### config.mk
export PLATFORM = sky130hd
export DESIGN_NAME = rpn_sequencer
export DESIGN_NICKNAME = d
export VERILOG_FILES = /design/src/rtl/rpn_pkg.sv /design/src/rtl/rpn_alu.sv /design/src/rtl/rpn_sequencer.sv
export SDC_FILE = /design/constraint.sdc
export NUM_CORES = 1
export LEC_CHECK = 0
export ABC_AREA = 1
export BUFFER_PORTS_ARGS = -buffer_cell sky130_fd_sc_hd__buf_2
export CORE_MARGIN = 2
export CORE_UTILIZATION = 57
export DETAILED_ROUTE_END_ITERATION = 10
export PLACE_DENSITY = 0.9
export SETUP_SLACK_MARGIN = 0.4
export SLEW_MARGIN = 10
export SYNTH_ARGS = -nofsm -noshare
export SYNTH_HDL_FRONTEND = slang
export SYNTH_SLANG_ARGS = --single-unit
### constraint.sdc
create_clock -name clk -period 3.2 [get_ports clk]
set_clock_uncertainty 0.15 [all_clocks]
set_input_delay 0.16 -clock clk [delete_from_list [all_inputs] [get_ports clk]]
set_output_delay 0.16 -clock clk [all_outputs]
set_load 0.1 [all_outputs]
### src/rtl/rpn_pkg.sv
// Shared definitions for the RPN sequencer: opcodes, FSM states, error bits.
package rpn_pkg;

  localparam logic [2:0] OP_ADD  = 3'd0;
  localparam logic [2:0] OP_SUB  = 3'd1;
  localparam logic [2:0] OP_AND  = 3'd2;
  localparam logic [2:0] OP_OR   = 3'd3;
  localparam logic [2:0] OP_XOR  = 3'd4;
  localparam logic [2:0] OP_EMIT = 3'd5;
  localparam logic [2:0] OP_DROP = 3'd6;
  localparam logic [2:0] OP_ILL  = 3'd7;

  localparam int ERR_UNDER = 0;
  localparam int ERR_OVER  = 1;
  localparam int ERR_ILL   = 2;

  typedef enum logic [2:0] {
    S_IDLE,
    S_PUSH,
    S_POP_B,
    S_POP_A,
    S_CALC,
    S_EMIT_OUT,
    S_DROP_W
  } state_t;

  // Two-operand opcodes occupy the low end of the opcode space.
  function automatic logic is_binop(input logic [2:0] op);
    return (op <= OP_XOR);
  endfunction

endpackage

### src/rtl/rpn_alu.sv
// Combinational two-operand ALU; a is next-of-stack, b is top-of-stack.
module rpn_alu
  import rpn_pkg::*;
#(
  parameter int WIDTH = 8
) (
  input  logic [2:0]       op,
  input  logic [WIDTH-1:0] a,
  input  logic [WIDTH-1:0] b,
  output logic [WIDTH-1:0] result
);

  // Result is modulo 2**WIDTH; carries and borrows are discarded.
  always_comb begin
    result = '0;
    unique case (op)
      OP_ADD:  result = a + b;
      OP_SUB:  result = a - b;
      OP_AND:  result = a & b;
      OP_OR:   result = a | b;
      OP_XOR:  result = a ^ b;
      default: result = '0;
    endcase
  end

endmodule

### src/rtl/rpn_sequencer.sv
// RPN token sequencer driving an external Stack; tracks occupancy locally so
// underflow/overflow are rejected before any stack access is issued.
module rpn_sequencer
  import rpn_pkg::*;
#(
  parameter int WIDTH = 8,
  parameter int DEPTH = 8,
  parameter int CW    = 4
) (
  input  logic             clk,
  input  logic             rstn,
  input  logic             tok_valid,
  output logic             tok_ready,
  input  logic             tok_is_op,
  input  logic [WIDTH-1:0] tok_data,
  output logic             stk_push,
  output logic             stk_pop,
  output logic [WIDTH-1:0] stk_din,
  input  logic [WIDTH-1:0] stk_dout,
  input  logic             stk_full,
  output logic             res_valid,
  output logic [WIDTH-1:0] res_data,
  output logic [2:0]       err_flags,
  input  logic             err_clr
);

  state_t           state_q, state_d;
  logic [CW-1:0]    cnt_q, cnt_d;
  logic [WIDTH-1:0] val_q, val_d;
  logic [WIDTH-1:0] b_q, b_d;
  logic [2:0]       op_q, op_d;
  logic [2:0]       err_q, err_d;
  logic             res_valid_q, res_valid_d;
  logic [WIDTH-1:0] res_data_q, res_data_d;
  logic             run_q;
  logic [WIDTH-1:0] alu_res;

  rpn_alu #(.WIDTH(WIDTH)) u_alu (
    .op     (op_q),
    .a      (stk_dout),
    .b      (b_q),
    .result (alu_res)
  );

  // Handshake and stack strobes decode straight from registered state/data.
  assign tok_ready = run_q && (state_q == S_IDLE);
  assign stk_push  = (state_q == S_PUSH);
  assign stk_pop   = (state_q == S_POP_B) || (state_q == S_POP_A);
  assign stk_din   = val_q;
  assign res_valid = res_valid_q;
  assign res_data  = res_data_q;
  assign err_flags = err_q;

  // State and datapath registers; run_q keeps tok_ready low during reset.
  always_ff @(posedge clk or negedge rstn) begin
    if (!rstn) begin
      state_q     <= S_IDLE;
      cnt_q       <= '0;
      val_q       <= '0;
      b_q         <= '0;
      op_q        <= '0;
      err_q       <= '0;
      res_valid_q <= 1'b0;
      res_data_q  <= '0;
      run_q       <= 1'b0;
    end else begin
      state_q     <= state_d;
      cnt_q       <= cnt_d;
      val_q       <= val_d;
      b_q         <= b_d;
      op_q        <= op_d;
      err_q       <= err_d;
      res_valid_q <= res_valid_d;
      res_data_q  <= res_data_d;
      run_q       <= 1'b1;
    end
  end

  // Next-state, occupancy and error logic; new errors override err_clr.
  always_comb begin
    state_d     = state_q;
    cnt_d       = cnt_q;
    val_d       = val_q;
    b_d         = b_q;
    op_d        = op_q;
    res_valid_d = 1'b0;
    res_data_d  = res_data_q;
    err_d       = err_clr ? '0 : err_q;

    unique case (state_q)
      S_IDLE: begin
        if (tok_valid && tok_ready) begin
          if (!tok_is_op) begin
            if ((cnt_q == CW'(DEPTH)) || stk_full) begin
              err_d[ERR_OVER] = 1'b1;
            end else begin
              val_d   = tok_data;
              state_d = S_PUSH;
            end
          end else begin
            op_d = tok_data[2:0];
            if (is_binop(tok_data[2:0])) begin
              if (cnt_q < CW'(2)) err_d[ERR_UNDER] = 1'b1;
              else                state_d = S_POP_B;
            end else if ((tok_data[2:0] == OP_EMIT) || (tok_data[2:0] == OP_DROP)) begin
              if (cnt_q == '0) err_d[ERR_UNDER] = 1'b1;
              else             state_d = S_POP_B;
            end else begin
              err_d[ERR_ILL] = 1'b1;
            end
          end
        end
      end
      S_PUSH: begin
        cnt_d   = cnt_q + CW'(1);
        state_d = S_IDLE;
      end
      S_POP_B: begin
        cnt_d = cnt_q - CW'(1);
        if (is_binop(op_q))       state_d = S_POP_A;
        else if (op_q == OP_EMIT) state_d = S_EMIT_OUT;
        else                      state_d = S_DROP_W;
      end
      S_POP_A: begin
        // stk_dout now holds the value popped in POP_B, i.e. the old top.
        cnt_d   = cnt_q - CW'(1);
        b_d     = stk_dout;
        state_d = S_CALC;
      end
      S_CALC: begin
        val_d   = alu_res;
        state_d = S_PUSH;
      end
      S_EMIT_OUT: begin
        res_valid_d = 1'b1;
        res_data_d  = stk_dout;
        state_d     = S_IDLE;
      end
      S_DROP_W: begin
        state_d = S_IDLE;
      end
      default: begin
        state_d = S_IDLE;
      end
    endcase
  end

endmodule

# Word-level counts from Yosys, hierarchy flattened
# Index checks and enable logic that the tools add are counted.
# totals
reg_bits	39
# op_classes
add_sub_neg	4
magnitude_cmp	3
n_eq_ne	20
n_mux	30
n_bitwise	3
n_reduce_logical	14
# op_table
operator	count
8-bit case mux with 5 select lines	1
3-bit 2-to-1 mux	11
8-bit 2-to-1 mux	3
3-bit == test, second input constant	6
8-bit case mux with 2 select lines	1
3-bit by 2-bit == test with 1-bit output, second input constant	4
3-bit case mux with 4 select lines	1
1-bit 2-to-1 mux	11
8-bit adder	1
8-bit bitwise AND	1
4-bit != test, second input constant	2
8-bit bitwise OR	1
4-bit case mux with 2 select lines	1
8-bit subtractor	1
8-bit XOR	1
3-bit by 1-bit == test with 1-bit output, second input constant	2
3-bit less-or-equal comparator, second input constant	2
3-bit zero test	2
5-bit AND reduction	1
4-bit by 1-bit adder with 4-bit output, second input constant	1
4-bit == test, second input constant	1
4-bit zero test	1
4-bit by 2-bit less-than comparator with 1-bit output, second input constant	1
2-bit != test, second input constant	2
11 further kinds	15

# Longest topological paths before layout
# depth
word_depth	7
depth_mapped	19

# Cells and area by module
# A second synthesis with hierarchy kept.
# hier_totals
hier_cells	397
area_unflattened_um2	2845.2
# by_module_without_submodules
mod	n_inst	cells_per_inst	area_per_inst_um2
rpn_sequencer	1	233	1869.3
rpn_alu	1	164	975.9

# Least setup slack after synthesis
# Ideal clock, no wire load.
# synth_path
path_kind	register to register
start	register state_q[1]
end	register cnt_q[3]
arrival_time_ns	2.883
setup_slack_ns	0.039
stages_incl_launch_ff	9
path_cell_list	dfrtp_1 > inv_1 > nor2_1 > ha_1 > a21oi_1 > nand2_1 > o21ai_0 > a21oi_1 > xor2_1
# synth_via
elab_chain_len	3
# synth_rtl
item	line_no	text
start, declared	rpn_sequencer.sv:27	state_t state_q, state_d;
start signal, assigned	rpn_sequencer.sv:67	state_q <= state_d;
3-bit by 2-bit == test with 1-bit output	rpn_sequencer.sv:90	unique case (state_q)
2-bit OR reduction (no line)	--	
4-bit case mux with 2 select lines / 2-bit nonzero test (equally long branches)	--	
end signal, assigned	rpn_sequencer.sv:68	cnt_q <= cnt_d;
end, declared	rpn_sequencer.sv:28	logic [CW-1:0] cnt_q, cnt_d;
# Parallel ways exist; a longest one is shown, timed or not.
# A chain may end at the register's enable or synchronous reset.

# Worst setup path after layout
# layout_path
start	register b_q[0]
end	register val_q[7], in the netlist stk_din[7]
# layout_via
elab_chain_len	3
# layout_rtl
item	line_no	text
start, declared	rpn_sequencer.sv:30	logic [WIDTH-1:0] b_q, b_d;
start signal, assigned	rpn_sequencer.sv:60	b_q <= '0;
start signal, assigned	rpn_sequencer.sv:70	b_q <= b_d;
8-bit subtractor / 8-bit adder (equally long branches)	rpn_alu.sv:18, rpn_alu.sv:17	
8-bit case mux with 5 select lines (*)	rpn_alu.sv:16	unique case (op)
8-bit case mux with 2 select lines (*)	rpn_sequencer.sv:90	
end signal, assigned	rpn_sequencer.sv:69	val_q <= val_d;
end, declared	rpn_sequencer.sv:29	logic [WIDTH-1:0] val_q, val_d;
# Every way passes the cells marked *; elsewhere a longest branch is shown, timed or not.

==> Flow_metrics.wiki <==
{| class="wikitable"
! Metric !! Value
|-
| Worst max-slew margin expressed relative to the limit || 0.4013
|-
| Count of H-tree levels built during CTS || 2
|-
| Hold Vio Cnt, Final || 0
|-
| Unrepaired setup endpoints after global routing || no
|-
| Worst reg2reg path startpoint || b_q[0]
|-
| Worst Hold Path Cells || 4
|-
| Worst min-delay path category || input pin to flip-flop
|-
| Synth warn || 0
|-
| Async set or reset register ratio after synthesis || 1.000
|-
| Top-Level Pins || 45
|-
| Num rows || 25
|-
| Slowest stage cell on the critical path || dfrtp_1
|-
| CP dominant cell by count || nand2_1
|-
| Sum of negative setup slack || 0 ns
|-
| Status || completed
|-
| Share of cells above drive strength 1 || 0.1771
|-
| Largest net degree at the start of global routing || 40
|-
| Kind of cell with the highest combined delay on the critical path || simple AND/OR/NAND/NOR gates
|-
| Total Nets Final || 450
|-
| Count of input and output buffers || 44
|-
| Reg2reg setup slack || 0.61 ns
|-
| Final critical-path share of the clock period || 0.8107
|-
| Total half-perimeter wirelength after legalization and detailed placement || 4685 um
|-
| Weighted congestion reported at the end of routability-driven placement || 0.8969
|-
| Dominant cells by area after synthesis || dfrtp_1 (36%), nand2_1 (12%), ha_1 (12%), inv_1 (7.1%), o21ai_0 (5.7%)
|-
| Y dimension of the die || 72.92 um
|-
| Overall via count from detail_route || 2465
|-
| Area of combinational cells with multiple inputs || 1514 um^2
|-
| Slew at the pin closest to its max-slew limit || 0.8980 ns
|-
| Global-route wire length before repair || 10310 um
|-
| Clock-pin slew on the worst setup and hold paths || 0.08 ns
|-
| Buffer type at the clock tree root || clkbuf_8
|-
| Data arrival, critical path || 2.63 ns
|-
| Endpoint of the worst hold-timing path || err_flags[1]
|-
| Number of library cell types mapped by synthesis || 34
|-
| Sequential share of the synthesized area || 0.3604
|-
| Buffers & Inverters on Critical Path || 4
|-
| Largest fanout on the critical path || 4
|-
| Post-Syn Nets || 398
|-
| Number of cells produced by synthesis || 348
|-
| Data required time of the critical path || 3.24 ns
|-
| CTS Buf Count || 5
|-
| Sink count of the clock tree || 39
|-
| Number of DRC markers after the initial detailed-route iteration || 125
|-
| Share of Yosys cell area claimed by the top area cell type || 0.3604
|-
| Area of the die || 5317 um^2
|-
| Final count of pins violating max slew || 0
|-
| Number of cell instances on the worst register-to-register path || 18
|-
| Total routing usage reported by global routing || 0.2495
|-
| Setup Viol. Count Final || 0
|-
| Initial core utilization || 0.5809
|-
| Routed length per instance || 13.60 um
|-
| Congestion Overflow GR || 0
|-
| Total iterations of the first detailed-routing run || 4
|-
| Remaining antenna violation count || 0
|-
| Leading area contributor after synthesis || dfrtp_1
|-
| Setup CP Type || flip-flop to flip-flop
|-
| Floorplan core area || 4661 um^2
|-
| Peak Freq || 0.3854 GHz
|-
| Antenna violations before repair || 0
|-
| DRT Wirelength || 6190 um
|-
| Number of filler instances in the final layout || 386
|-
| Post-Synthesis Cell Area || 2708 um^2
|-
| CP Capture Type || flip-flop
|-
| Source-to-sink clock delay at the later pin of the worst-skew pair || 0.30 ns
|-
| Vias per inst || 5.418
|-
| DIE WIDTH || 72.92 um
|-
| Longest Clk Path Bufs || 2
|-
| Kind of start point of the critical path || flip-flop
|-
| Cells along the critical path || inv_1 -> ha_1 -> inv_1 -> nor3_1 -> inv_1 -> o31ai_2 -> xor2_1 -> ha_1 -> nand2_1 -> inv_1 -> nand2_1 -> nand2_1 -> a21oi_1 -> nand3_1 -> nand3_1 -> nand2_1 -> nand2_1 -> a21oi_1
|-
| Min Tclk post-route || 2.594 ns
|-
| Synthesis-to-layout area growth || 14.51%
|-
| Leading register cell type out of synthesis || dfrtp_1
|-
| Vias in the first global route || 2340
|-
| Number of max-cap violations || 0
|-
| Synth Area per Inst || 7.780 um^2
|-
| Count of flip-flops with a built-in enable after synthesis || 0
|-
| Worst Min Path Start || err_clr
|-
| CTS tree || done
|-
| DRC violations left || 0
|-
| Number of diodes || 0
|-
| Area occupied by registers || 975.9 um^2
|-
| Reg-to-reg endpoint || stk_din[7]
|-
| Slowest stage delay, CP || 0.41 ns
|-
| Post-synthesis register bit count || 39
|}
==> through the flow <==
stage | cells | util | area (um^2) | hold WS [ns] | setup WS, ns
detailed placement | 443 | 0.6392 | 2979 | 0.1904 | 0.6099
global route | 455 | 0.6652 | 3100 | 0.01445 | 0.4227
CTS | 453 | 0.6609 | 3080 | 0.002557 | 0.5772
finish | 455 | 0.6652 | 3100 | 0.0009305 | 0.6056
floorplan | 348 | - | 2710 | -0.2856 | 0.6438
global placement | 443 | 0.6392 | 2979 | 0.1710 | 0.6562
==> routing by layer <==
| metal | track usage | share of wire | vias up |
|---|---|---|---|
| li1 | - | - | 1235 |
| met1 | 0.2853 | 0.41 | 1132 |
| met2 | 0.4414 | 0.51 | 77 |
| met3 | 0.05249 | 0.041 | 21 |
| met4 | 0.1193 | 0.036 | 0 |
| met5 | 0 | 0 | - |
==> cells in the mapped netlist (all sizes together) (3+ instances only) <==
| cell | count |
|---|---|
| dfrtp | 39 |
| nor3 | 4 |
| nand3 | 14 |
| o21ai | 34 |
| xor2 | 8 |
| nand2 | 91 |
| inv | 55 |
| a21oi | 20 |
| o2111ai | 3 |
| o2bb2ai | 3 |
| nor2 | 21 |
| or2 | 3 |
| nand4 | 4 |
| a2bb2oi | 4 |
| ha | 26 |
| o31ai | 3 |
==> placed cells by master (no fill, tap or decap), types with 3 or more instances in the layout <==
cell type and n:
a21oi_1 20, a2bb2oi_1 4, buf_2 44, clkbuf_8 5, dfrtp_1 39, ha_1 26, inv_1 51, inv_2 4
nand2_1 87, nand3_1 14, nand4_1 4, nor2_1 16, nor2_2 3, o2111ai_1 3, o21ai_0 31, o21ai_1 3
o2bb2ai_1 3, or2_2 3, xor2_1 8
==> registers in the layout, indices dropped and copies added, names as in the netlist <==
register   cells
b_q            8
res_data       8
stk_din        8
cnt_q          4
err_flags      3
op_q           3
state_q        3
res_valid      1
run_q          1
==> kinds of logic (layout without fill, tap and decap cells) <==
logic type / count (synthesis) / after routing / share of synthesized area
other: 1 / 1 / 0.001385
buffers and inverters: 58 / 111 / 0.08318
adders and majority gates: 28 / 28 / 0.1349
AOI/OAI and AO/OA: 76 / 76 / 0.1654
xor gates and xnor gates: 9 / 9 / 0.02911
DFF: 39 / 39 / 0.3604
and+or+nand+nor: 137 / 137 / 0.2255
==> final cells by class <==
class | instances | share of cell area
Multi-Input combinational cell | 251 | 0.4883
Clock buffer | 7 | 0.02462
Sequential cell | 39 | 0.3148
Inverter | 55 | 0.06659
Clock inverter | 1 | 0.001614
Tap cell | 54 | 0.02179
Timing Repair Buffer | 48 | 0.08232
==> how the worst max path moves through the flow <==
stage / slack, ns / depth (start not counted) / to / from
6_report: 0.61 / 18 / stk_din[7] / b_q[0]
5_1_grt: 0.42 / 18 / stk_din[7] / b_q[0]
4_1_cts: 0.58 / 13 / stk_din[5] / op_q[1]
3_5_place_dp: 0.61 / 13 / stk_din[5] / op_q[1]
3_3_place_gp: 0.66 / 13 / stk_din[5] / op_q[1]
2_1_floorplan: 0.64 / 7 / cnt_q[3] / state_q[2]
==> tightest hold or removal path: cells and delay by family <==
kind | cells | cell delay (ns)
buf+inv | 2 | 0.13
simple gates | 1 | 0.05
compound gates | 1 | 0.07
==> what timing repair did <==
item,CTS,global route
hold buffers,2,0
setup buffers,0,2
setup endpoints to repair,0,3
hold endpoints to repair,40,0
gates resized for setup,0,1
Power is left out: the tool's default activity adds up to more than one toggle a clock period on the data nets, which glitch-free logic cannot reach.
